**config.mk**
```make
export PLATFORM = sky130hd
export DESIGN_NAME = pe_cmd_issuer
export DESIGN_NICKNAME = d
export VERILOG_FILES = /design/src/rtl/pe_cmd_issuer.sv
export SDC_FILE = /design/constraint.sdc
export NUM_CORES = 1
export LEC_CHECK = 0
export CORE_MARGIN = 2
export CORE_UTILIZATION = 30
export DETAILED_ROUTE_END_ITERATION = 12
export DONT_BUFFER_PORTS = 1
export SYNTH_ARGS = -nofsm -noshare
export SYNTH_HDL_FRONTEND = slang
export SYNTH_SLANG_ARGS = --single-unit
```
**constraint.sdc**
```tcl
create_clock -name clk_i -period 2 [get_ports clk_i]
set_clock_uncertainty 0.15 [all_clocks]
set_input_delay 0.4 -clock clk_i [delete_from_list [all_inputs] [get_ports clk_i]]
set_output_delay 0.4 -clock clk_i [all_outputs]
set_load 0.01 [all_outputs]
```
**src/rtl/pe_cmd_issuer.sv**
```systemverilog
// pe_cmd_issuer: sequences one PE through a MAC job.
// Flow: RESET, SET_CONV_MODE, optional LOAD_DATA, one TRIGGER per operand pair.
// It then waits for pe_busy to clear and returns mac_value on a ready/valid port.
module pe_cmd_issuer #(
   parameter int unsigned ACLEN          = 8,
   parameter int unsigned DATA_WIDTH     = 32,
   parameter int unsigned LEN_WIDTH      = 16,
   parameter int unsigned TIMEOUT_CYCLES = 1024
) (
   input  logic                  clk_i,
   input  logic                  rst,
   input  logic                  job_valid,
   output logic                  job_ready,
   input  logic [LEN_WIDTH-1:0]  job_conv_len,
   input  logic                  job_preload_en,
   input  logic [DATA_WIDTH-1:0] job_preload_data,
   input  logic                  op_valid,
   output logic                  op_ready,
   input  logic [DATA_WIDTH-1:0] op_data,
   input  logic [DATA_WIDTH-1:0] op_weight,
   output logic                  pe_cmd_valid,
   output logic [ACLEN:0]        pe_cmd,
   output logic [DATA_WIDTH-1:0] param_1_out,
   output logic [DATA_WIDTH-1:0] param_2_out,
   output logic [DATA_WIDTH-1:0] preload_data_out,
   output logic [DATA_WIDTH-1:0] data_out,
   output logic [DATA_WIDTH-1:0] weight_out,
   input  logic                  pe_busy,
   input  logic [DATA_WIDTH-1:0] mac_value_in,
   output logic                  res_valid,
   input  logic                  res_ready,
   output logic [DATA_WIDTH-1:0] res_data,
   output logic                  res_error,
   output logic                  idle
);

   localparam int unsigned CMD_W  = ACLEN + 1;
   localparam int unsigned WAIT_W = $clog2(TIMEOUT_CYCLES + 1);

   localparam logic [ACLEN:0] CMD_RESET     = CMD_W'(0);
   localparam logic [ACLEN:0] CMD_TRIGGER   = CMD_W'(1);
   localparam logic [ACLEN:0] CMD_LOAD_DATA = CMD_W'(5);
   localparam logic [ACLEN:0] CMD_SET_CONV  = CMD_W'(6);

   // The PE registers busy one cycle after TRIGGER, so the first WAIT cycles are blind.
   localparam logic [WAIT_W-1:0] WAIT_GUARD = WAIT_W'(2);
   localparam logic [WAIT_W-1:0] WAIT_LAST  = WAIT_W'(TIMEOUT_CYCLES - 1);

   localparam logic [2:0] ST_IDLE    = 3'd0;
   localparam logic [2:0] ST_RST     = 3'd1;
   localparam logic [2:0] ST_MODE    = 3'd2;
   localparam logic [2:0] ST_PRELOAD = 3'd3;
   localparam logic [2:0] ST_STREAM  = 3'd4;
   localparam logic [2:0] ST_WAIT    = 3'd5;
   localparam logic [2:0] ST_RESULT  = 3'd6;

   logic [2:0]            state_q, state_d;
   logic [LEN_WIDTH-1:0]  len_q, len_d;
   logic                  pre_en_q, pre_en_d;
   logic [DATA_WIDTH-1:0] pre_data_q, pre_data_d;
   logic [LEN_WIDTH-1:0]  beat_cnt_q, beat_cnt_d;
   logic [WAIT_W-1:0]     wait_cnt_q, wait_cnt_d;
   logic                  job_ready_q, job_ready_d;
   logic                  op_ready_q, op_ready_d;
   logic                  pe_cmd_valid_q, pe_cmd_valid_d;
   logic [ACLEN:0]        pe_cmd_q, pe_cmd_d;
   logic [DATA_WIDTH-1:0] param_1_q, param_1_d;
   logic [DATA_WIDTH-1:0] preload_data_q, preload_data_d;
   logic [DATA_WIDTH-1:0] data_q, data_d;
   logic [DATA_WIDTH-1:0] weight_q, weight_d;
   logic                  res_valid_q, res_valid_d;
   logic [DATA_WIDTH-1:0] res_data_q, res_data_d;
   logic                  res_error_q, res_error_d;
   logic                  idle_q, idle_d;
   logic [LEN_WIDTH-1:0]  beat_next;

   // State and output registers; synchronous reset clears everything and parks in IDLE.
   always_ff @(posedge clk_i) begin
      if (rst) begin
         state_q        <= ST_IDLE;
         len_q          <= '0;
         pre_en_q       <= 1'b0;
         pre_data_q     <= '0;
         beat_cnt_q     <= '0;
         wait_cnt_q     <= '0;
         job_ready_q    <= 1'b0;
         op_ready_q     <= 1'b0;
         pe_cmd_valid_q <= 1'b0;
         pe_cmd_q       <= '0;
         param_1_q      <= '0;
         preload_data_q <= '0;
         data_q         <= '0;
         weight_q       <= '0;
         res_valid_q    <= 1'b0;
         res_data_q     <= '0;
         res_error_q    <= 1'b0;
         idle_q         <= 1'b1;
      end else begin
         state_q        <= state_d;
         len_q          <= len_d;
         pre_en_q       <= pre_en_d;
         pre_data_q     <= pre_data_d;
         beat_cnt_q     <= beat_cnt_d;
         wait_cnt_q     <= wait_cnt_d;
         job_ready_q    <= job_ready_d;
         op_ready_q     <= op_ready_d;
         pe_cmd_valid_q <= pe_cmd_valid_d;
         pe_cmd_q       <= pe_cmd_d;
         param_1_q      <= param_1_d;
         preload_data_q <= preload_data_d;
         data_q         <= data_d;
         weight_q       <= weight_d;
         res_valid_q    <= res_valid_d;
         res_data_q     <= res_data_d;
         res_error_q    <= res_error_d;
         idle_q         <= idle_d;
      end
   end

   // Next-state and next-output logic; outputs are computed one cycle ahead of use.
   always_comb begin
      state_d        = state_q;
      len_d          = len_q;
      pre_en_d       = pre_en_q;
      pre_data_d     = pre_data_q;
      beat_cnt_d     = beat_cnt_q;
      wait_cnt_d     = wait_cnt_q;
      job_ready_d    = job_ready_q;
      op_ready_d     = op_ready_q;
      pe_cmd_valid_d = 1'b0;
      pe_cmd_d       = pe_cmd_q;
      param_1_d      = param_1_q;
      preload_data_d = preload_data_q;
      data_d         = data_q;
      weight_d       = weight_q;
      res_valid_d    = res_valid_q;
      res_data_d     = res_data_q;
      res_error_d    = res_error_q;
      idle_d         = idle_q;
      beat_next      = beat_cnt_q + LEN_WIDTH'(1);

      case (state_q)
         ST_IDLE: begin
            job_ready_d = 1'b1;
            idle_d      = 1'b1;
            if (job_valid && job_ready_q) begin
               len_d          = job_conv_len;
               pre_en_d       = job_preload_en;
               pre_data_d     = job_preload_data;
               job_ready_d    = 1'b0;
               idle_d         = 1'b0;
               pe_cmd_valid_d = 1'b1;
               pe_cmd_d       = CMD_RESET;
               state_d        = ST_RST;
            end
         end
         ST_RST: begin
            pe_cmd_valid_d = 1'b1;
            pe_cmd_d       = CMD_SET_CONV;
            param_1_d      = DATA_WIDTH'(len_q);
            beat_cnt_d     = '0;
            state_d        = ST_MODE;
         end
         ST_MODE: begin
            if (len_q == '0) begin
               res_valid_d = 1'b1;
               res_data_d  = '0;
               res_error_d = 1'b0;
               state_d     = ST_RESULT;
            end else if (pre_en_q) begin
               pe_cmd_valid_d = 1'b1;
               pe_cmd_d       = CMD_LOAD_DATA;
               preload_data_d = pre_data_q;
               state_d        = ST_PRELOAD;
            end else begin
               op_ready_d = 1'b1;
               state_d    = ST_STREAM;
            end
         end
         ST_PRELOAD: begin
            op_ready_d = 1'b1;
            state_d    = ST_STREAM;
         end
         ST_STREAM: begin
            if (op_valid && op_ready_q) begin
               pe_cmd_valid_d = 1'b1;
               pe_cmd_d       = CMD_TRIGGER;
               data_d         = op_data;
               weight_d       = op_weight;
               beat_cnt_d     = beat_next;
               if (beat_next == len_q) begin
                  op_ready_d = 1'b0;
               end
            end else if (!op_ready_q) begin
               // Last TRIGGER is on the wire this cycle; start the wait window next.
               wait_cnt_d = '0;
               state_d    = ST_WAIT;
            end
         end
         ST_WAIT: begin
            wait_cnt_d = wait_cnt_q + WAIT_W'(1);
            if ((wait_cnt_q >= WAIT_GUARD) && !pe_busy) begin
               res_valid_d = 1'b1;
               res_data_d  = mac_value_in;
               res_error_d = 1'b0;
               state_d     = ST_RESULT;
            end else if (wait_cnt_q == WAIT_LAST) begin
               res_valid_d = 1'b1;
               res_data_d  = mac_value_in;
               res_error_d = 1'b1;
               state_d     = ST_RESULT;
            end
         end
         ST_RESULT: begin
            if (res_ready) begin
               res_valid_d = 1'b0;
               job_ready_d = 1'b1;
               idle_d      = 1'b1;
               state_d     = ST_IDLE;
            end
         end
         default: begin
            state_d = ST_IDLE;
         end
      endcase
   end

   assign job_ready        = job_ready_q;
   assign op_ready         = op_ready_q;
   assign pe_cmd_valid     = pe_cmd_valid_q;
   assign pe_cmd           = pe_cmd_q;
   assign param_1_out      = param_1_q;
   assign param_2_out      = '0;
   assign preload_data_out = preload_data_q;
   assign data_out         = data_q;
   assign weight_out       = weight_q;
   assign res_valid        = res_valid_q;
   assign res_data         = res_data_q;
   assign res_error        = res_error_q;
   assign idle             = idle_q;

endmodule

```
Word-level counts from Yosys, hierarchy flattened
Index checks and enable logic that the tools add are counted.

Register bits: 238. Bits in latches: 0. Bits in writable memories: 0. Bits in read-only memories: 0. Input bits: 151. Word-level logic and storage cells: 109. Memories kept: 0.

Add/sub/neg operators: 2. Multipliers: 0. Div/mod/pow operators: 0. Order comparisons: 1. Equal/unequal tests: 19. Shift-type cells: 0. Muxes and demuxes: 44. Bitwise logic cells: 1. Reductions and logical operators: 24.

Operator list (number): $mux W32 (3); $pmux W32 S2 (1); $mux W9 (4); $pmux W9 S4 (1); $pmux W16 S2 (1); $mux W3 (8); $mux W11 (2); $pmux W11 S2 (1); $pmux W3 S7 (1); $ne A2 B2 Y1 const B (10); $add A16 B1 Y16 const B (1); $eq A16 B16 Y1 (1); $logic_not A16 Y1 (1); $mux W1 (16); $mux W16 (1); $reduce_and A5 Y1 (3); $add A11 B1 Y11 const B (1); $eq A11 B10 Y1 const B (1); $ge A11 B2 Y1 const B (1); $eq A3 B3 Y1 const B (3); $reduce_and A3 Y1 (3); $reduce_and A2 Y1 (4); $reduce_bool A2 Y1 (4); $eq A3 B2 Y1 const B (2); other kinds (12) (17).

Depth between registers and ports, before layout
Depth in word-level cells: 5. Mapped depth: 10. Depth with buffers taken out: 8.

Least setup slack after synthesis
No wires, ideal clock.

Path type: register to register. From: register beat_cnt_q[1]. To: register op_ready_q (netlist: op_ready). Setup time: 138 ps. Arrival: 1825 ps. Required time: 1712 ps. Setup slack: -113 ps. Cell stages (with the launch flop): 8. Path buffers: 0. Period minus slack after synthesis: 2113 ps. Cells stage by stage: dfxtp_1 ha_1 and3_1 a21oi_1 a2111oi_4 o2111ai_1 nor4_1 a221oi_1.

Cells in the longest elaborated chain, start to end: 4.

Ends and longest elaborated chain: start: declaration (line 61) `logic [LEN_WIDTH-1:0] beat_cnt_q, beat_cnt_d;`; start signal: assignment (line 103) `beat_cnt_q <= beat_cnt_d;`; $add A16 B1 Y16 (line 140) `beat_next = beat_cnt_q + LEN_WIDTH'(1);`; $eq A16 B16 Y1 (line 191) `if (beat_next == len_q) begin`; $ne A2 B2 Y1 (no line); $reduce_and A5 Y1 (no line); end signal: assignment (line 106) `op_ready_q <= op_ready_d;`; end: declaration (line 64) `logic op_ready_q, op_ready_d;`.

Every way passes these cells. A chain may end at the register's enable or synchronous reset.

Final worst setup path
From: register len_q[7]. To: register op_ready_q (netlist: op_ready).

Cells in the longest elaborated chain, start to end: 3. Elaborated cells on any way between the ends: 5. Those cells by class: 3 x eq/ne; 2 x reduce/logical.

Ends and longest elaborated chain: start: declaration (line 58) `logic [LEN_WIDTH-1:0] len_q, len_d;`; start signal: assignment (line 100) `len_q <= len_d;`; $eq A16 B16 Y1 / $logic_not A16 Y1 (equally long branches) (line 191, 165); $ne A2 B2 Y1 (no line); $reduce_and A5 Y1 (no line) (*).

Mark *: on every way between the ends. The rest lies on a longest branch, timed or not.

==> flow_metrics.py <==
metrics = {
    "logic_synthesis": {
        "yosys.area.top_type": "dfxtp_1",
        "ys.flop_type": "dfxtp_1",
        "synthMuxAreaShare_pct": 0.477,
        "yosys.area_share.simple_pct": 22.2,
        "yosys.cell_types.count": 62,
        "netlist_top_cells_count": "nand2_1, dfxtp_1, a21oi_1",
        "async_flop_share_pct": 0,
        "synth_edf_count": 0,
        "synth_compound_area_share_pct": 18.2,
        "synth_top_family_by_area": "simple AND/OR/NAND/NOR gates",
        "synth_xor_area_share_pct": 2.43,
        "yosysMostFrequentCell": "nand2_1",
        "seq_area_frac_synth_pct": 47.8,
        "netlist.area_leader.share_pct": 47.8,
        "syn_avg_cell_area_sq_um": 8.14,
        "netlist_area_sq_um": 9710,
        "synth.area.top_cells": "dfxtp_1, nand2_1, a21oi_1",
        "synthCells": 1193,
        "synthAdderAreaFrac_pct": 0.489,
        "yosysWarningCount": 0,
        "ys_ff_latch": 232,
    },
    "min_path": {
        "worstHoldPathCells": 1,
        "holdPathEnd": "param_1_out[13]",
        "min-delay-start": "rst",
        "hp-class": "input pin to register",
    },
    "cells_and_area": {
        "num-fill-cells": 3126,
        "drive_gt1_share_pct": 19.5,
        "multiInputGateArea_sq_um": 4740,
        "areaGrowthSynthToFinish_pct": 31.1,
        "fin_util_pct": 40.2,
        "regArea_sq_um": 4680,
        "stdcell_count": 1764,
        "nets": 1499,
    },
    "grt": {
        "grt-ovfl-total": 0,
        "antenna_found_initial": 0,
        "grt_pass1_vias": 7934,
        "grtUsageTotal_pct": 16.3,
        "grt_start_max_net_pins": 225,
        "grt_pass1_wl_microns": 43900,
    },
    "critical_path": {
        "r2r-end": "op_ready",
        "required_ns": 2.27,
        "rrSetupSlack_ns": -0.07,
        "critPathKind": "register to register",
        "timing.rr.start": "len_q[7]",
        "critPathArrivalTime_ns": 2.33,
        "startpoint_type": "register",
        "worstSetupEndpointType": "register",
        "path_max_fanout": 4,
        "rr_worst_depth": 7,
    },
    "clock_network": {
        "cts_tree": "yes",
        "clock_sinks": 232,
        "path_clk_slew_ns": 0.06,
        "htree_num_levels": 1,
        "root_buffer": "clkbuf_16",
        "cts_buffers": 25,
        "clock_latency_ns": 0.53,
        "clk_path_buf_depth": 3,
    },
    "route": {
        "route.antenna.remaining_nets": 0,
        "wire_per_inst_microns": 17.3,
        "drtIter0Drc": 420,
        "num_vias": 8680,
        "drc": 0,
        "via_per_inst": 4.92,
        "wl_microns": 30400,
        "dr.pass1.iters": 5,
    },
    "floorplanning": {
        "initial_utilization_pct": 30.6,
        "io-pin-count": 358,
        "fp.dieH_microns": 184,
        "dieArea_sq_um": 33800,
        "die_width_microns": 184,
        "rows": 65,
        "core_region_area_sq_um": 31700,
    },
    "sta": {
        "tightestPinTransition_ns": 0.565,
        "fin_crit_ns": 2.07,
        "hold_viol": 158,
        "whs_ns": -0.197,
        "rsz0062_at_grt": "true",
        "period_share_pct": 103,
        "setup_viol": 33,
        "slew_viol_final": 0,
        "setup_slack_ns": -0.0653,
        "max_freq_ghz": 0.484,
        "relSlewSlack_pct": 61.9,
    },
    "power": {
        "power_uw": 12600,
        "leakage_uw": 0.00453,
        "vdd_drop_max_mv": 0.667,
        "power.density_nw_per_um2": 988,
    },
    "placed_design": {
        "dpl.hpwl_microns": 19500,
        "post-place-cells": 1619,
        "port_buffers": 0,
        "place_congestion": 0.870,
    },
    "outcome": {
        "violations": "negative hold slack, negative setup slack",
        "status": "finished, violations left",
    },
    "flow_run": {
        "drv_cap": 0,
    },
}
metal layers:
layer	vias to the layer above	GRT usage (%)	share of wire, %
met5	-	0	0
met3	49	4.52	8.8
met2	351	27.6	49
li1	4200	-	-
met4	0	4.32	1.7
met1	4080	20.2	41
worst max-delay path by stage:
stage,start,endpoint,slack [ns],depth (start not counted)
final,len_q[7],op_ready,-0.07,7
after global routing,len_q[13],res_data[21],-0.11,7
after CTS,len_q[10],pe_cmd[0],-0.03,7
after detailed placement,wait_cnt_q[1],res_data[1],-0.40,7
after global placement,wait_cnt_q[1],res_data[1],-0.35,7
after floorplan,wait_cnt_q[0],res_valid,0.05,9
registers in the layout (all words and copies together) (netlist names), 3 cells and up:
register	count
data_out	32
pre_data_q	32
preload_data_out	32
res_data	32
weight_out	32
beat_cnt_q	16
len_q	16
param_1_out	16
wait_cnt_q	11
pe_cmd	3
state_q	3
per-stage QoR:
step	worst slack (ns)	TNS (ns)	cell area, sq um
6_report	-0.0653	-0.688	12700
5_1_grt	-0.110	-3.68	12700
4_1_cts	-0.0342	-0.346	12100
3_5_place_dp	-0.404	-13.78	10600
3_3_place_gp	-0.351	-11.35	10600
2_1_floorplan	0.0528	0	9930
placed cells by master (no fill, tap or decap), types with 4 or more instances in the layout:
| cell | Yosys | routed |
|---|---|---|
| nand2_1 | 345 | 343 |
| dfxtp_1 | 232 | 214 |
| a21oi_1 | 197 | 189 |
| buf_4 | 56 | 100 |
| dlygate4sd3_1 | 0 | 84 |
| nor2_1 | 73 | 71 |
| conb_1 | 1 | 54 |
| a22oi_2 | 29 | 32 |
| clkbuf_16 | 0 | 26 |
| o21ai_0 | 16 | 15 |
| xnor2_1 | 15 | 14 |
| nand3_1 | 15 | 12 |
| xor2_1 | 12 | 12 |
| dfxtp_2 | 0 | 12 |
| buf_12 | 0 | 12 |
| inv_1 | 8 | 8 |
| and3_1 | 9 | 8 |
| a21oi_2 | 0 | 8 |
| or3_1 | 7 | 7 |
| buf_6 | 3 | 7 |
| nor4_4 | 1 | 6 |
| dfxtp_4 | 0 | 6 |
| nor3_1 | 8 | 5 |
| nand2b_1 | 6 | 5 |
| nand4_1 | 5 | 5 |
| a31oi_1 | 7 | 5 |
| clkbuf_1 | 42 | 5 |
| o21ai_1 | 3 | 4 |
| nor3_2 | 2 | 4 |
| nor4_2 | 5 | 4 |
| clkbuf_8 | 0 | 4 |
area by class of cell:
cell class	instances	area share [%]
inverter	8	0.236
clock inverter	9	0.668
antenna	1	0.0196
sequential	232	36.8
tap	402	3.95
multi-input combinational	872	37.2
clock buffer	34	5.49
timing repair buffer	206	15.7
cells by family after synthesis:
| group | count (synthesis) |
|---|---|
| buf+inv | 144 |
| compound gates | 282 |
| flops | 232 |
| mux | 4 |
| other cells | 1 |
| fa+ha+maj | 4 |
| simple gates | 499 |
| xor+xnor | 27 |
critical path, stage by stage (launching register included):
cell and delay (ns):
dfxtp_1 0.34, nor4_4 0.37, nand4_4 0.21, buf_6 0.18, or3_1 0.32, nand4_1 0.10
nor4_2 0.05, a221oi_1 0.24
power by group:
group          internal, uW  switching [uW]  leakage, uW  total, uW
sequential             4930             306      0.00188       5230
combinational          1300            1560      0.00227       2860
clock                  2580            1910     0.000378       4480
total                  8800            3780      0.00453      12600
what timing repair did:
action	4_1_cts	5_1_grt
endpoints found under the hold margin	223	222
hold buffers	41	43
pin swaps	17	10
gates cloned	3	2
buffers inserted	7	5
endpoints found under the setup margin	75	144
resized for setup	38	44
No activity file was read; power rests on OpenSTA's default activity.
